--- src/rtl/pwm_capture_pkg.sv ---
// Shared types and default parameters for the PWM input capture block.
package pwm_capture_pkg;

  // Capture FSM: wait for enable, wait for first rise, then alternate high/low phases.
  typedef enum logic [1:0] {
    StIdle,
    StArm,
    StHigh,
    StLow
  } cap_state_e;

  localparam int unsigned DefCntWidth  = 32;
  localparam int unsigned DefPscrWidth = 20;
  localparam int unsigned DefSyncStage = 2;

endpackage

--- src/rtl/cdc_sync.sv ---
// Multi-flop synchroniser for a single asynchronous level signal.
module cdc_sync #(
  parameter int unsigned STAGES = 2
) (
  input  logic clk_i,
  input  logic rst_n_i,
  input  logic d_i,
  output logic q_o
);

  logic [STAGES-1:0] sync_q;

  // Shift the asynchronous input through the synchroniser chain.
  always_ff @(posedge clk_i) begin
    if (!rst_n_i) begin
      sync_q <= '0;
    end else begin
      sync_q <= {sync_q[STAGES-2:0], d_i};
    end
  end

  assign q_o = sync_q[STAGES-1];

endmodule

--- src/rtl/pwm_cap_tick_gen.sv ---
// Prescaler: emits a tick every pscr_i+1 clocks, phase-aligned to the last restart.
module pwm_cap_tick_gen
  import pwm_capture_pkg::*;
#(
  parameter int unsigned PSCR_WIDTH = DefPscrWidth
) (
  input  logic                  clk_i,
  input  logic                  rst_n_i,
  input  logic                  restart_i,
  input  logic [PSCR_WIDTH-1:0] pscr_i,
  output logic                  tick_o
);

  localparam logic [PSCR_WIDTH-1:0] PreOne = 1;

  logic [PSCR_WIDTH-1:0] pre_q, pre_d;
  logic                  wrap;

  // >= rather than == so a live decrease of pscr_i cannot strand the counter above it.
  always_comb begin
    wrap   = (pre_q >= pscr_i);
    tick_o = wrap & ~restart_i;
    if (restart_i || wrap) begin
      pre_d = '0;
    end else begin
      pre_d = pre_q + PreOne;
    end
  end

  // Prescale counter register.
  always_ff @(posedge clk_i) begin
    if (!rst_n_i) begin
      pre_q <= '0;
    end else begin
      pre_q <= pre_d;
    end
  end

endmodule

--- src/rtl/pwm_capture_core.sv ---
// Single-channel PWM capture: measures period and high time in prescaled ticks and
// publishes each result over a valid/ready pair.
module pwm_capture_core
  import pwm_capture_pkg::*;
#(
  parameter int unsigned CNT_WIDTH  = DefCntWidth,
  parameter int unsigned PSCR_WIDTH = DefPscrWidth,
  parameter int unsigned SYNC_STAGE = DefSyncStage
) (
  input  logic                  clk_i,
  input  logic                  rst_n_i,
  input  logic                  en_i,
  input  logic                  clr_i,
  input  logic                  pol_i,
  input  logic [PSCR_WIDTH-1:0] pscr_i,
  input  logic                  ie_i,
  input  logic                  pwm_i,
  output logic                  meas_valid_o,
  input  logic                  meas_ready_i,
  output logic [CNT_WIDTH-1:0]  period_o,
  output logic [CNT_WIDTH-1:0]  high_o,
  output logic                  ovf_o,
  output logic                  miss_o,
  output logic                  level_o,
  output logic                  irq_o
);

  localparam logic [CNT_WIDTH-1:0] CntOne = 1;
  localparam logic [CNT_WIDTH-1:0] CntMax = '1;

  logic pwm_sync, lvl_s, lvl_q, rise, fall, tick;
  logic sat, publish;

  cap_state_e           state_q, state_d;
  logic [CNT_WIDTH-1:0] cnt_q, cnt_d;
  logic [CNT_WIDTH-1:0] high_cap_q, high_cap_d;
  logic [CNT_WIDTH-1:0] period_q, period_d;
  logic [CNT_WIDTH-1:0] high_out_q, high_out_d;
  logic                 valid_q, valid_d;
  logic                 ovf_q, ovf_d;
  logic                 miss_q, miss_d;

  cdc_sync #(
    .STAGES (SYNC_STAGE)
  ) u_sync (
    .clk_i   (clk_i),
    .rst_n_i (rst_n_i),
    .d_i     (pwm_i),
    .q_o     (pwm_sync)
  );

  assign lvl_s = pwm_sync ^ pol_i;
  assign rise  = lvl_s & ~lvl_q;
  assign fall  = ~lvl_s & lvl_q;

  // Restart only on rise so the period count stays ceil(clocks/(pscr+1)) across the fall.
  pwm_cap_tick_gen #(
    .PSCR_WIDTH (PSCR_WIDTH)
  ) u_tick_gen (
    .clk_i     (clk_i),
    .rst_n_i   (rst_n_i),
    .restart_i (rise),
    .pscr_i    (pscr_i),
    .tick_o    (tick)
  );

  // Next-state for counter, FSM, sticky flags and the output holding register.
  always_comb begin
    state_d    = state_q;
    cnt_d      = cnt_q;
    high_cap_d = high_cap_q;
    period_d   = period_q;
    high_out_d = high_out_q;
    valid_d    = valid_q;
    ovf_d      = ovf_q;
    miss_d     = miss_q;
    publish    = 1'b0;
    sat        = tick && (cnt_q == CntMax);

    if (clr_i) begin
      cnt_d = '0;
    end else if (rise) begin
      cnt_d = CntOne;
    end else if (tick && !sat) begin
      cnt_d = cnt_q + CntOne;
    end

    if (valid_q && meas_ready_i) begin
      valid_d = 1'b0;
    end

    if (clr_i) begin
      ovf_d  = 1'b0;
      miss_d = 1'b0;
    end

    if (!en_i) begin
      state_d = StIdle;
    end else if (clr_i) begin
      state_d = StArm;
    end else begin
      unique case (state_q)
        StIdle: state_d = StArm;
        StArm:  if (rise) state_d = StHigh;
        StHigh: begin
          if (sat) begin
            ovf_d   = 1'b1;
            state_d = StArm;
          end else if (fall) begin
            high_cap_d = cnt_q;
            state_d    = StLow;
          end
        end
        StLow: begin
          if (sat) begin
            ovf_d   = 1'b1;
            state_d = StArm;
          end else if (rise) begin
            publish = 1'b1;
            state_d = StHigh;
          end
        end
        default: state_d = StIdle;
      endcase
    end

    // A result arriving while the previous one is still stalled is dropped.
    if (publish) begin
      if (valid_q && !meas_ready_i) begin
        miss_d = 1'b1;
      end else begin
        period_d   = cnt_q;
        high_out_d = high_cap_q;
        valid_d    = 1'b1;
      end
    end
  end

  // State registers with synchronous active-low reset.
  always_ff @(posedge clk_i) begin
    if (!rst_n_i) begin
      state_q    <= StIdle;
      lvl_q      <= 1'b0;
      cnt_q      <= '0;
      high_cap_q <= '0;
      period_q   <= '0;
      high_out_q <= '0;
      valid_q    <= 1'b0;
      ovf_q      <= 1'b0;
      miss_q     <= 1'b0;
    end else begin
      state_q    <= state_d;
      lvl_q      <= lvl_s;
      cnt_q      <= cnt_d;
      high_cap_q <= high_cap_d;
      period_q   <= period_d;
      high_out_q <= high_out_d;
      valid_q    <= valid_d;
      ovf_q      <= ovf_d;
      miss_q     <= miss_d;
    end
  end

  assign meas_valid_o = valid_q;
  assign period_o     = period_q;
  assign high_o       = high_out_q;
  assign ovf_o        = ovf_q;
  assign miss_o       = miss_q;
  assign level_o      = lvl_q;
  assign irq_o        = ie_i & (valid_q | ovf_q | miss_q);

endmodule

--- config.mk ---
export PLATFORM = sky130hd
export DESIGN_NAME = pwm_capture_core
export DESIGN_NICKNAME = d
export VERILOG_FILES = /design/src/rtl/pwm_capture_pkg.sv /design/src/rtl/cdc_sync.sv /design/src/rtl/pwm_cap_tick_gen.sv /design/src/rtl/pwm_capture_core.sv
export SDC_FILE = /design/constraint.sdc
export NUM_CORES = 1
export LEC_CHECK = 0
export ABC_AREA = 1
export CAP_MARGIN = 20
export CELL_PAD_IN_SITES_DETAIL_PLACEMENT = 0
export CELL_PAD_IN_SITES_GLOBAL_PLACEMENT = 1
export CORE_AREA = 5 5 167 105
export CTS_CLUSTER_DIAMETER = 200
export DETAILED_ROUTE_END_ITERATION = 8
export DIE_AREA = 0 0 172 110
export DONT_BUFFER_PORTS = 1
export HOLD_SLACK_MARGIN = 0.05
export PLACE_DENSITY = 0.82
export SYNTH_ARGS = -nofsm -noshare
export SYNTH_HDL_FRONTEND = slang
export SYNTH_SLANG_ARGS = --single-unit
--- constraint.sdc ---
create_clock -name clk_i -period 3.1 [get_ports clk_i]
set_input_delay 0.155 -clock clk_i [delete_from_list [all_inputs] [get_ports clk_i]]
set_output_delay 0.155 -clock clk_i [all_outputs]
set_load 0.01 [all_outputs]
== Yosys cells after proc, flatten, opt, wreduce, memory -nomap -nowiden ==
Cells that the tools add are included.

* Bits in read-only memories: 0
* Logic and storage cells: 78
* Bits in latches: 0
* Memory bits (writable): 0
* Register bits after elaboration: 156
* Output and inout bits: 69
* Bits of input ports: 28
* Memories kept: 0

* Reduce and logical (&&, ||, !) cells: 17
* Order comparisons: 1
* Div/mod/pow operators: 0
* $mul: 0
* Shift operators: 0
* $add $sub $neg: 2
* Eq/ne operators: 6
* Muxes and demuxes: 24
* Bitwise gates (word level): 15

{| class="wikitable"
|+ Operators with widths
! operator !! number
|-
| 32-bit by 1-bit adder with 32-bit output (second input constant) || 1
|-
| 32-bit equality test (second input constant) || 1
|-
| 20-bit by 1-bit adder with 20-bit output (second input constant) || 1
|-
| 20-bit greater-or-equal comparator || 1
|-
| 1-bit 2-to-1 mux || 19
|-
| 2-bit 2-to-1 mux || 4
|-
| 1-bit NOT || 8
|-
| 2-bit one-hot mux with 4 select lines || 1
|-
| 2-bit OR reduction || 3
|-
| 3-bit OR reduction || 2
|-
| 5-bit AND reduction || 1
|-
| 1-bit bitwise AND || 4
|-
| 2-bit equality test (second input constant) || 2
|-
| 1-bit logical AND || 4
|-
| 4-bit inequality test (second input constant) || 1
|-
| 2-bit AND reduction || 2
|-
| 3-bit inequality test (second input constant) || 1
|-
| 2-bit by 1-bit equality test with 1-bit output (second input constant) || 1
|-
| 1-bit zero test || 2
|-
| 2-bit zero test || 1
|-
| 1-bit bitwise OR || 2
|-
| 2-bit nonzero test || 1
|-
| 1-bit logical OR || 1
|-
| 1-bit bitwise XOR || 1
|}

== Depth between registers and ports, before layout ==
Gate-level depths: netlist of the first run.

* Depth after elaboration: 10
* Depth in mapped cells: 16
* Depth with buffers taken out: 15

== Hierarchy ==
Synthesis of the first run repeated with hierarchy kept, for this count alone.

* Cells, all modules: 1,389
* Area total of the unflattened synthesis: 8,642.0 um^2

{| class="wikitable"
|+ Modules (own cells, without submodules)
! module !! seq. area each (um^2) !! area an instance (um^2) !! times used !! cells an instance
|-
| pwm_capture_core || 2,682.6 || 6,995.5 || 1 || 1,144
|-
| pwm_cap_tick_gen || 400.4 || 1,591.5 || 1 || 239
|-
| cdc_sync || 40.0 || 55.1 || 1 || 6
|}

== Worst setup path after synthesis of the first run ==
OpenSTA, ideal clock, no wires.

* Path type: reg-to-reg
* Start point: register u_tick_gen.pre_q[14]
* End point: register cnt_q[19]
* Data required time: 2.968 ns
* Stages on the path, launching flop included: 13
* Clock period less this slack: 1.892 ns
* Arrival: 1.760 ns
* Library setup time: 0.132 ns
* Setup slack: 1.208 ns
* Path through: dfxtp_1 -> ha_1 -> nand2_1 -> inv_1 -> nand2_1 -> nand2_1 -> a21oi_1 -> nand4_4 -> and2_1 -> buf_4 -> buf_4 -> nand3_1 -> a21oi_1

* Word-level cells in the longest chain between the ends: 5

{| class="wikitable"
|+ RTL lines
! what !! RTL line !! RTL
|-
| from (decl) || pwm_cap_tick_gen.sv:16 || <nowiki>logic [PSCR_WIDTH-1:0] pre_q, pre_d;</nowiki>
|-
| from (signal assigned) || pwm_cap_tick_gen.sv:35 || <nowiki>pre_q <= pre_d;</nowiki>
|-
| 20-bit greater-or-equal comparator (*) || pwm_cap_tick_gen.sv:21 || <nowiki>wrap = (pre_q >= pscr_i);</nowiki>
|-
| 1-bit bitwise AND (*) || pwm_cap_tick_gen.sv:22 || <nowiki>tick_o = wrap & ~restart_i;</nowiki>
|-
| 1-bit logical AND || pwm_capture_core.sv:78 || <nowiki>sat = tick && (cnt_q == CntMax);</nowiki>
|-
| 1-bit zero test || pwm_capture_core.sv:84 || <nowiki>end else if (tick && !sat) begin</nowiki>
|-
| 1-bit logical AND (*) || pwm_capture_core.sv:84 ||
|-
| to (signal assigned) || pwm_capture_core.sv:154 || <nowiki>cnt_q <= cnt_d;</nowiki>
|-
| to (decl) || pwm_capture_core.sv:35 || <nowiki>logic [CNT_WIDTH-1:0] cnt_q, cnt_d;</nowiki>
|}

Every way passes the cells marked *; elsewhere a longest branch is shown, timed or not.
A chain may end at the register's enable or synchronous reset.

== Final worst setup path of the first run ==
* Start point: register u_tick_gen.pre_q[18]
* End point: register cnt_q[16]

The elaborated chain is that of the path after synthesis.

==> results.txt, run 1 <==
sequential share of the synthesized area: 40.6%
TritonCTS Buffers: 17
layout cells sized above 1: 11.0%
max-slew violation count: 0
total power: 4.30 mW
min Tclk post-route: 2750 ps
Worst EP required: 3460 ps
Hold Violations, Final: 0
Synth cell types: 43
top cells by area, synth: dfxtp_1, nand2_1, a21oi_1, inv_1, nor2_1
Post-Route Setup TNS: 0 ps
commonest cells after routing, fill and taps aside: nand2_1, dfxtp_1, inv_1
Placeable Area: 15900 um^2
Post-synth EDFFs: 0
ANT nets after route: 0
WP data arrival: 3110 ps
Post-synth top flop: dfxtp_1
CTS tree: built
Detail Placement HPWL: 13300 um
Die Height: 110 um
Pleak: 3.33 nW
routed via count: 6401
vias in the first global route: 5885
hold slack final: 91.2 ps
ys async rst share: 0%
Yosys top cell by area: dfxtp_1
Die Wd: 172 um
Synth Register Bits: 156
Yosys warnings: 0
critical path class: flip-flop to flip-flop
# rows: 36
most common cell after layout, fill and taps aside: nand2_1
Clock Skew: 8.86 ps
post-CTS setup buffers: 0
syn avg cell area: 7.36 um^2
placed cell areas: 7710 um^2
area of the multi-input gates: 3660 um^2
clk root buf: clkbuf_16
initial antenna violation count: 0
Synth Cell Area: 7700 um^2
RSZ-0062 raised after global routing: no
Net Count, Synth: 1097
crit share post-route: 88.8%
Skew-Pair Late Insertion Delay: 420 ps
Post-Syn Instances: 1047
Max clock buf depth: 2
top cell type's share of synthesized area: 40.6%
1st-iter DRT viols: 573
DRT Wirelength: 19100 um
P per Cell Area: 511 nW/um^2
Initial Util: 48.6%
final setup violating endpoints: 0
largest net degree at the start of global routing: 129
placer's final routability congestion estimate: 0.953
finished layout cell area: 8410 um^2
GRT Resource Usage Total: 20.3%
outcome: complete, no violations
first-pass iteration count of the detailed router: 5
max cap viols: 0
ANT cells: 0
FMAX: 363 MHz
clock-pin transition on the worst setup and hold timing paths: 70 ps
FILL cells: 1549
GRT Residual Overflow: 0
Max VDD drop: 257 uV
post-layout util: 53.1%
drt wl/cell: 15.3 um
measured slew at the worst slew-check pin: 775 ps
worst min-delay path class: input pin to flip-flop
Syn-to-layout area delta: 9.26%
first-pass GRT wire length: 30600 um
Port Buf Inserts: 0
PostCTS Resize Cnt: 0
# H-tree levels: 4
DIE AREA: 18900 um^2
Post-route DRC: 0
via/cell ratio: 5.12
Max-slew headroom: 48.2%
crit path capture type: flip-flop
worst-path fanout max: 36
Clock Sink Count: 156
hold_buf cts: 8
Reg area: 3120 um^2
Boundary Pins: 97
# nets final: 1079
CP startpoint kind: flip-flop
-- per-stage QoR --
stage                     setup WS (ps)  std cells
after global placement              490       1211
final                               346       1250
after global routing               35.7       1250
after CTS                           420       1250
after detailed placement            432       1211
after floorplan                    1210       1047
-- worst max-delay path, cell delays in order, from the launching register on --
cell,delay [ps]
dfxtp_1,350
ha_1,280
nand2_1,60
nor2_1,370
nand2_1,120
nor2_1,120
nand2_1,90
nand4_4,150
nand3_2,590
o21ai_0,390
nand2_1,80
nor2_1,80
-- cell usage after synthesis (2+ instances only) --
cell type  count
a21oi_1      106
buf_12         3
buf_2         13
buf_4         13
buf_6          3
clkbuf_1      20
clkinv_1      20
clkinv_2       9
dfxtp_1      156
ha_1          22
inv_1        123
inv_2          3
nand2_1      174
nand2_2       29
nand2_4        2
nand3_1       42
nand3_2        2
nand3_4        2
nand4_1       45
nor2_1        90
nor2_2        14
nor2_4         2
nor3_1        27
nor3_2         2
nor3_4         2
nor3b_1        2
o21ai_0       45
o21ai_1       24
or2_2          4
xnor2_1        4
xor2_1        32
-- layer usage --
layer,wire [um],up-vias,track usage [%],share of wire (%)
met1,10100,2883,31.4,53
met5,0,-,0,0
met2,7440,178,28.0,39
met4,187,0,5.44,0.98
li1,-,3326,-,-
met3,1340,14,4.78,7.0
-- cell type report --
| type | count | share of cell area [%] |
|---|---|---|
| clock inverters | 14 | 2.13 |
| well taps | 209 | 3.11 |
| clock buffers | 17 | 5.06 |
| repair buffers | 15 | 1.93 |
| flip-flops and latches | 156 | 37.1 |
| inverters | 156 | 7.12 |
| multi-input cells | 683 | 43.5 |
-- final timing paths --
| check | startpoint | end | slack, ps | cells after the start |
|---|---|---|---|---|
| max reg2reg | u_tick_gen.pre_q[18] | cnt_q[16] | 350 | 11 |
| min reg2reg | u_sync.sync_q[0] | u_sync.sync_q[1] | 420 | 2 |
| max | u_tick_gen.pre_q[18] | cnt_q[16] | 350 | 11 |
| min | rst_n_i | u_sync.sync_q[1] | 90 | 3 |
-- logic make-up (layout without fill, tap and decap cells) --
group,after synthesis,in the layout,synth area share (%)
adders and majority gates,22,22,3.57
AOI/OAI and AO/OA,180,180,11.9
DFF,156,156,40.6
xor gates and xnor gates,37,37,4.31
buffers and inverters,208,202,12.1
and+or+nand+nor,444,444,27.6
-- registers in the layout, summed over array words and instances (netlist names) --
name	count
cnt_q	32
high_cap_q	32
high_o	32
period_o	32
u_tick_gen.pre_q	20
state_q	2
u_sync.sync_q	2
level_o	1
meas_valid_o	1
miss_o	1
ovf_o	1
-- power by group --
| group | switching [mW] | internal [mW] | leakage (nW) |
|---|---|---|---|
| Sequential | 0.00679 | 2.01 | 1.26 |
| Combinational | 0.0871 | 0.0391 | 1.78 |
| Clock | 0.935 | 1.22 | 0.293 |
| Total | 1.03 | 3.27 | 3.33 |
Power figures use the tool's default switching activity.
==> inputs of run 2 (changes only) <==
--- a/config.mk
+++ b/config.mk
@@ -9,13 +9,15 @@
 export CAP_MARGIN = 20
 export CELL_PAD_IN_SITES_DETAIL_PLACEMENT = 0
 export CELL_PAD_IN_SITES_GLOBAL_PLACEMENT = 1
-export CORE_AREA = 5 5 167 105
+export CORE_AREA = 5 5 164 103
+export CTS_BUF_LIST = sky130_fd_sc_hd__clkbuf_4 sky130_fd_sc_hd__clkbuf_8
 export CTS_CLUSTER_DIAMETER = 200
 export DETAILED_ROUTE_END_ITERATION = 8
-export DIE_AREA = 0 0 172 110
+export DIE_AREA = 0 0 169 108
 export DONT_BUFFER_PORTS = 1
+export GPL_TIMING_DRIVEN = 0
 export HOLD_SLACK_MARGIN = 0.05
-export PLACE_DENSITY = 0.82
+export PLACE_DENSITY = 0.85
 export SYNTH_ARGS = -nofsm -noshare
 export SYNTH_HDL_FRONTEND = slang
 export SYNTH_SLANG_ARGS = --single-unit
==> run 2 against run 1 <==
Global-route usage increased by 2.8 points; final area hardly changed; sequential share of layout area about the same; register-to-register slack better by 200 ps; clock-buffer cell count grew 1; combinational power increased by 3%; fmax up 7.8%; worst hold slack improved by 260 ps; critical path type unchanged; largest power group is now registers.
==> results.txt, run 2 (same netlist as run 1, synthesis figures left out) <==
min Tclk post-route: 2550 ps
CTS tree: built
outcome: complete, no violations
Max-slew headroom: 49.4%
largest net degree at the start of global routing: 17
Clock Skew: 14.3 ps
GRT Resource Usage Total: 23.1%
Placeable Area: 15100 um^2
Die Height: 108 um
r2r setup slk: 550 ps
PostCTS Resize Cnt: 0
drt wl/cell: 16.4 um
initial antenna violation count: 0
placed cell areas: 7960 um^2
Boundary Pins: 97
Syn-to-layout area delta: 9.20%
ANT nets after route: 0
FMAX: 392 MHz
TritonCTS Buffers: 17
post-CTS setup buffers: 0
RSZ-0062 raised after global routing: no
Clk network pwr share: 41.9%
Post-Route Setup TNS: 0 ps
P_int: 2.72 mW
routed via count: 6730
Net Sw Frac: 26.3%
DIE AREA: 18300 um^2
Reg area: 3120 um^2
measured slew at the worst slew-check pin: 759 ps
clock-pin transition on the worst setup and hold timing paths: 100 ps
placer's final routability congestion estimate: 0.936
most common cell after layout, fill and taps aside: nand2_1
critical path class: flip-flop to flip-flop
P per Cell Area: 439 nW/um^2
# rows: 35
max-slew violation count: 0
worst-path fanout max: 5
vias in the first global route: 6078
area of the multi-input gates: 3650 um^2
sequential share of power: 54.6%
commonest cells after routing, fill and taps aside: nand2_1, dfxtp_1, inv_1
layout cells sized above 1: 12.7%
FILL cells: 1472
1st-iter DRT viols: 577
DRT Wirelength: 21100 um
Layout Cells excl Fill: 1288
Worst EP required: 3450 ps
via/cell ratio: 5.23
Port Buf Inserts: 0
WP data arrival: 2900 ps
crit share post-route: 82.4%
max cap viols: 0
first-pass GRT wire length: 33500 um
final setup violating endpoints: 0
Detail Placement HPWL: 16400 um
ANT cells: 0
Die Wd: 169 um
clk root buf: clkbuf_8
finished layout cell area: 8410 um^2
placed instance count: 1250
Max clock buf depth: 2
CP startpoint kind: flip-flop
Pleak: 3.38 nW
Post-route DRC: 0
sw power: 971 uW
Clock Sink Count: 156
Initial Util: 51.0%
Max VDD drop: 268 uV
worst min-delay path class: input pin to flip-flop
# H-tree levels: 4
# nets final: 1122
GRT Residual Overflow: 0
Hold Violations, Final: 0
combinational share of power: 3.5%
crit path capture type: flip-flop
Skew-Pair Late Insertion Delay: 460 ps
first-pass iteration count of the detailed router: 5
[run 2: stage by stage]
step | total power, mW | hold WS (ps) | utilization, % | setup slack, ps
CTS | 3.71 | 325 | 55.7 | 588
global route | 3.81 | 379 | 55.7 | 409
detailed placement | 2.19 | 242 | 52.7 | 775
floorplan | 2.15 | 232 | - | 1210
finish | 3.69 | 347 | 55.7 | 546
global placement | 2.18 | 234 | 52.7 | 791
[run 2: final cells by class]
class,count,share of cell area (%)
Inverter,156,7.13
Clock inverter,14,1.82
Clock buffer,18,2.87
Sequential cell,156,37.1
Buffer,52,3.94
Tap cell,203,3.02
Multi-Input combinational cell,683,43.4
Timing Repair Buffer,6,0.714
[run 2: worst max-delay path, stage by stage (launching register included)]
cell           delay, ps
dfxtp_1              430
ha_1                 290
nand2_1               90
nor2_2               260
nand3_1              110
nor2_1               110
nand3_1              130
nor2_1               190
nand4_1              140
nand2_1               80
nor3_1                40
dlygate4sd3_1        560
[run 2: power by group through the flow]
stage / Sequential [mW] / Clock (mW) / Combinational, mW
floorplan: 2.06 / 0 / 0.0882
global route: 2.02 / 1.65 / 0.147
global placement: 2.06 / 0 / 0.121
detailed placement: 2.06 / 0 / 0.123
finish: 2.02 / 1.55 / 0.130
CTS: 2.02 / 1.56 / 0.129
[run 2: timing repair]
item,CTS,global route
endpoints found under the hold margin,9,0
setup endpoints to repair,0,0
hold buffers,6,0
[run 2: worst paths after layout]
path / from / cells past startpoint / endpoint
setup / recovery: cnt_q[0] / 11 / state_q[1]
hold / removal: pwm_i / 3 / u_sync.sync_q[0]
setup reg to reg: cnt_q[0] / 11 / state_q[1]
hold reg to reg: u_sync.sync_q[0] / 2 / u_sync.sync_q[1]
[run 2: routing by layer]
metal / part of all wire, % / GRT usage [%] / vias up
met4: 0.44 / 3.68 / 0
met5: 0 / 0 / -
met1: 53 / 38.3 / 3094
li1: - / - / 3412
met2: 37 / 29.6 / 213
met3: 9.1 / 6.03 / 11
